==> src/rtl/apb_slv_pkg.sv <==
// Shared types and register-map constants for the APB register-file completer.
package apb_slv_pkg;

  typedef enum logic [1:0] {
    ST_IDLE,
    ST_WAIT,
    ST_RESP
  } state_t;

  localparam int IDX_ID   = 0;
  localparam int IDX_WCNT = 1;
  localparam int NUM_REGS = 16;

endpackage

==> src/rtl/apb_slave_regs.sv <==
// APB completer with a 16-word register file: read-only ID, committed-write counter,
// fixed wait-state insertion and pslverr on illegal accesses.
module apb_slave_regs
  import apb_slv_pkg::*;
#(
  parameter int          WAIT_STATES = 0,
  parameter logic [31:0] ID_VALUE    = 32'h4150_4231
) (
  input  logic        clk,
  input  logic        rst_n,
  input  logic        psel,
  input  logic        penable,
  input  logic        pwrite,
  input  logic [31:0] paddr,
  input  logic [31:0] pwdata,
  output logic [31:0] prdata,
  output logic        pready,
  output logic        pslverr
);

  if (WAIT_STATES < 0 || WAIT_STATES > 15) begin : g_ws_check
    $error("apb_slave_regs: WAIT_STATES must be in 0..15");
  end

  state_t      state, state_nx;
  logic [3:0]  cnt, cnt_nx;
  logic [3:0]  idx_q;
  logic        err_q;
  logic [31:0] wcnt;
  logic [31:0] regs [NUM_REGS];

  logic [3:0]  idx_in;
  logic        addr_ok, err_in;
  logic        latch, load_rsp, commit;
  logic [3:0]  rsp_idx;
  logic        rsp_err;
  logic [31:0] rd_word;

  assign idx_in  = paddr[5:2];
  assign addr_ok = (paddr[31:6] == '0) && (paddr[1:0] == 2'b00);
  assign err_in  = !addr_ok ||
                   (pwrite && (idx_in == 4'(IDX_ID) || idx_in == 4'(IDX_WCNT)));

  // Response data comes from the live bus decode when leaving IDLE directly,
  // otherwise from the copy latched at SETUP.
  always_comb begin
    rsp_idx = (state == ST_IDLE) ? idx_in : idx_q;
    rsp_err = (state == ST_IDLE) ? err_in : err_q;
    rd_word = regs[rsp_idx];
    if (rsp_idx == 4'(IDX_ID))   rd_word = ID_VALUE;
    if (rsp_idx == 4'(IDX_WCNT)) rd_word = wcnt;
  end

  always_comb begin
    state_nx = state;
    cnt_nx   = cnt;
    latch    = 1'b0;
    load_rsp = 1'b0;
    commit   = 1'b0;
    unique case (state)
      ST_IDLE: begin
        if (psel && !penable) begin
          latch = 1'b1;
          if (WAIT_STATES == 0) begin
            state_nx = ST_RESP;
            load_rsp = 1'b1;
          end else begin
            cnt_nx   = 4'(WAIT_STATES);
            state_nx = ST_WAIT;
          end
        end
      end
      ST_WAIT: begin
        if (!psel) begin
          state_nx = ST_IDLE;
          cnt_nx   = '0;
        end else begin
          cnt_nx = cnt - 4'd1;
          if (cnt == 4'd1) begin
            state_nx = ST_RESP;
            load_rsp = 1'b1;
          end
        end
      end
      ST_RESP: begin
        state_nx = ST_IDLE;
        commit   = psel && penable && pwrite && !err_q;
      end
      default: state_nx = ST_IDLE;
    endcase
  end

  always_ff @(posedge clk) begin
    if (!rst_n) begin
      state   <= ST_IDLE;
      cnt     <= '0;
      pready  <= 1'b0;
      pslverr <= 1'b0;
      prdata  <= '0;
      idx_q   <= '0;
      err_q   <= 1'b0;
      wcnt    <= '0;
      for (int i = 0; i < NUM_REGS; i++) regs[i] <= '0;
    end else begin
      state   <= state_nx;
      cnt     <= cnt_nx;
      pready  <= load_rsp;
      pslverr <= load_rsp && rsp_err;
      if (load_rsp) prdata <= rsp_err ? '0 : rd_word;
      if (latch) begin
        idx_q <= idx_in;
        err_q <= err_in;
      end
      // err_q already excludes indices 0 and 1, so regs[0..1] stay zero.
      if (commit) begin
        regs[idx_q] <= pwdata;
        wcnt        <= wcnt + 32'd1;
      end
    end
  end

endmodule
==> config.mk <==
export PLATFORM = sky130hd
export DESIGN_NAME = apb_slave_regs
export DESIGN_NICKNAME = d
export VERILOG_FILES = /design/src/rtl/apb_slv_pkg.sv /design/src/rtl/apb_slave_regs.sv
export SDC_FILE = /design/constraint.sdc
export NUM_CORES = 1
export LEC_CHECK = 0
export CORE_MARGIN = 5
export CORE_UTILIZATION = 40
export DETAILED_ROUTE_END_ITERATION = 8
export DONT_BUFFER_PORTS = 1
export HOLD_SLACK_MARGIN = 0.08
export PLACE_DENSITY = 0.55
export RECOVER_POWER = 25
export SLEW_MARGIN = 20
export SYNTH_ARGS = -nofsm -noshare
export SYNTH_HDL_FRONTEND = slang
export SYNTH_SLANG_ARGS = --single-unit
==> constraint.sdc <==
create_clock -name clk -period 6.6 [get_ports clk]
set_input_delay 1.32 -clock clk [delete_from_list [all_inputs] [get_ports clk]]
set_output_delay 1.32 -clock clk [all_outputs]
set_load 0.01 [all_outputs]
==> results.rst <==
.. list-table::
   :header-rows: 1

   * - Metric
     - Value
   * - Result of the run
     - complete, but fails checks
   * - Failing checks
     - max-capacitance violations, max-slew violations
   * - Number of buffers added for setup after CTS
     - 0
   * - Count of vias placed by the detailed router
     - approximately 15k
   * - WP data required
     - between 6 and 7 ns
   * - HPWL after detailed placement
     - 41800 um
   * - Share of the cycle needed by the critical path after routing
     - 0.643
   * - Number of enable-type register cells in the synthesized netlist
     - ~450
   * - Latest clock arrival within the worst-skew pair
     - a little over 0.6 ns
   * - First-pass GRT wire length
     - slightly above 100000 um
   * - Starting Density
     - 0.405
   * - TritonCTS clock tree
     - done
   * - Start-to-end type of the worst setup path
     - in -> reg
   * - Cell count of the worst reg-to-reg path
     - 5
   * - Layout cells sized above 1
     - 0.104
   * - Worst VDD drop
     - approximately 0.21 mV
   * - Worst Hold Class
     - reg -> reg
   * - Portion of netlist area occupied by mux cells
     - 0.0552
   * - Worst R2R Setup Slack
     - 2.70 ns
   * - Setup crit end kind
     - flop
   * - Most common flop cell mapped by yosys
     - edfxtp_1
   * - Maximum frequency from static timing analysis
     - 236 MHz
   * - DR DRC count
     - 0
   * - Count of warnings emitted by yosys
     - 0
   * - Number of gates given a new drive strength after cts
     - 0
   * - Clock-pin slew reported for the worst setup and hold paths after clock tree synthesis
     - ~0.06 ns
   * - Pre-CTS worst setup slack
     - ~2.2 ns
   * - Inserted Clock Buffers
     - 55
   * - Count of max-cap constraint violations
     - 8
   * - Syn-to-layout area delta
     - 12.1%
   * - Number of nets produced by synthesis
     - about 2.0k
   * - Wire length per cell after detailed routing
     - between 20 and 30 um
   * - Number of hold-repair buffers added at the cts stage
     - 0
   * - Switching part of the total power
     - 0.222
   * - # H-tree levels
     - 2
   * - Async set or reset register ratio after synthesis
     - 0
   * - Cell-internal power
     - between 5 and 6 mW
   * - Register bit total from synthesis
     - 520
   * - Total negative slack for setup checks
     - 0 ns
   * - Worst slew slack as a fraction of its limit
     - -0.384
   * - Clock sink total
     - 520
   * - Sequential cell fraction of total power
     - 0.500
   * - Hold depth
     - 2
   * - Power Density
     - roughly 280 nW/um2
   * - Hold path start
     - wcnt[20]
   * - Top fanout value on the critical path
     - 24
   * - Placed instance count
     - 2613
   * - Number of library cell types mapped by synthesis
     - just over 50
   * - Violation count after the first detailed-routing iteration
     - ~1.3k
   * - Endpoint of the most critical register-to-register path
     - regs[12][1]
   * - Main combinational cell family by area after synthesis
     - simple AND/OR/NAND/NOR gates
   * - Rows
     - 88
   * - Number of vias per cell
     - about 5.6
   * - Most common library cell in the layout ignoring fill and taps
     - edfxtp_1
   * - Core region area
     - just under 60000 um2
   * - Pins over their slew limit
     - roughly 230
   * - Static Leak
     - a little over 9 nW
   * - Overall die area
     - 63800 um2
   * - Post-Syn Area
     - 23500 um2
   * - Clock tree root driver cell
     - clkbuf_16
   * - Number of global-route vias before repair
     - 14.8k
   * - Instance count of the mapped netlist
     - 1962
   * - Capture endpoint of the worst hold path
     - wcnt[20]
   * - Synth Area in Compound Gates
     - 0.0535
   * - Net switching component of the power
     - 1.64 mW
   * - Count of pins on the block boundary
     - between 100 and 150
   * - Post-Synth Adder-Cell Area
     - 0.000532
   * - Total routed wirelength
     - 70000 um
   * - Total gr overflow
     - 0
   * - Area share of xor/xnor cells in the synthesized design
     - 0.00633
   * - Share of the yosys chip area belonging to registers
     - 0.633
   * - Net count reported at finish
     - a little under 2k
   * - Maximum number of pins on one net before global-route repair
     - 95
   * - Mean instance size in the synthesized netlist
     - around 12 um2
   * - Worst setup margin
     - around 2.4 ns
   * - Fraction of power consumed by the clock network
     - 0.446
   * - Commonest cells after routing, fill and taps aside
     - edfxtp_1 (448), and2_1 (391), nand2_1 (281)
   * - Simple-gate portion of the synthesized area
     - 0.223
   * - Buffer levels on the longest clock path
     - 3
   * - Startpoint of the worst-slack reg-to-reg timing path
     - err_q
   * - GRT Total Usage
     - 0.214
   * - Final Total Pwr
     - roughly 7.4 mW
   * - Die height
     - approximately 250 um
   * - Final critical delay including setup and external delays
     - 4.25 ns
   * - Number of hold violations in the final report
     - 0
   * - Data arrival time of the critical path
     - 4.51 ns
   * - Placer congestion estimate
     - just over 0.8
   * - Antenna Violating Nets Remaining
     - 0
   * - Count of buffers inserted at the top-level ports
     - 0
   * - Combinational share of power
     - 0.055
   * - Worst setup skew after layout
     - 0.0214 ns
   * - Initial antenna violation count
     - 0
   * - Slew of the pin with the lowest slew margin
     - ~2.1 ns
   * - Width of the die
     - 253 um
   * - Count of placed standard cells in the final layout, fillers left out
     - around 2.7k
   * - Count of endpoints failing setup in the final report
     - 0
   * - First-pass iteration count of the detailed router
     - 5
   * - Startpoint types
     - input pin
   * - Setup repair after global routing missed its margin
     - no
registers in the layout, summed over array words and instances (netlist names):
register,cells
err_q,1
wcnt,32
state,1
pslverr,1
pready,1
prdata,32
regs,448
idx_q,4
metal layers:
| metal | GRT usage | share of wire | up-vias |
|---|---|---|---|
| li1 | - | - | 6915 |
| met1 | 0.298 | 0.44 | 7666 |
| met2 | 0.336 | 0.46 | 517 |
| met3 | 0.0540 | 0.078 | 81 |
| met4 | 0.0619 | 0.028 | 0 |
| met5 | 0 | 0 | - |
power by group through the flow:
| stage | logic (mW) | registers (mW) | clock network [mW] |
|---|---|---|---|
| after detailed placement | 0.408 | 3.75 | 0 |
| after floorplan | 0.267 | 3.75 | 0 |
| after global routing | 0.432 | 3.69 | 3.48 |
| final | 0.402 | 3.68 | 3.28 |
| after CTS | 0.409 | 3.68 | 3.34 |
| after global placement | 0.406 | 3.75 | 0 |
critical path, stage by stage:
cell and delay, ns:
and4b_1 0.31, nand2_1 0.12, or4_1 0.67, o21ai_0 1.51, buf_4 0.56
cells by family after synthesis:
group | Yosys count
AND/OR/NAND/NOR | 981
flip-flops | 520
AO/OA/AOI/OAI | 188
buffers and inverters | 167
multiplexers | 88
XOR/XNOR | 17
adder cells (fa/ha/maj) | 1
cells in the mapped netlist (3+ instances only):
master	n	area, um2
mux2_2	3	33.8
and2_1	454	2840
nand4_1	29	181
edfxtp_1	448	13500
nor4_1	17	106
or3_1	4	25.0
or4_1	5	37.5
nand2b_1	13	81.3
nor2_1	37	139
a31oi_1	21	131
or2_2	3	18.8
a221oi_1	9	78.8
clkbuf_1	130	488
o31ai_1	3	22.5
nor3_1	11	55.1
inv_1	5	18.8
o21ai_0	69	345
a32oi_1	42	368
mux2i_1	52	521
a22oi_1	9	67.6
nand3_1	106	531
buf_1	4	15.0
mux4_2	33	743
dfxtp_1	72	1440
xor2_1	6	52.6
a222oi_1	9	90.1
buf_2	25	125
xnor2_1	11	96.3
and3_1	7	43.8
nand2_1	281	1050
a21oi_1	16	80.1
through the flow:
stage          utilization  hold WS, ns  cell area [um2]
2_1_floorplan            -        0.446            23500
3_3_place_gp         0.422        0.492            24500
3_5_place_dp         0.422        0.505            24500
4_1_cts              0.455        0.512            26400
5_1_grt              0.454        0.539            26400
6_report             0.454        0.511            26400
worst max path at each step:
stage	from	to	slack, ns	cells past startpoint
floorplan	penable	regs[14][0]	1.61	5
global placement	penable	regs[3][30]	2.27	6
detailed placement	penable	regs[3][30]	2.24	6
CTS	penable	regs[3][11]	2.88	6
global route	penable	regs[12][1]	2.28	5
finish	penable	regs[12][1]	2.35	5
layout make-up:
class / instances / area [um2]
fillers: 5207 / 31700
flip-flops and latches: 520 / 14900
multi-input cells: 1275 / 8250
clock buffers: 67 / 1460
well taps: 765 / 957
clock inverters: 37 / 439
repair buffers: 47 / 327
inverters: 6 / 22.5
diodes: 2 / 5.00
Power figures use the tool's default switching activity.
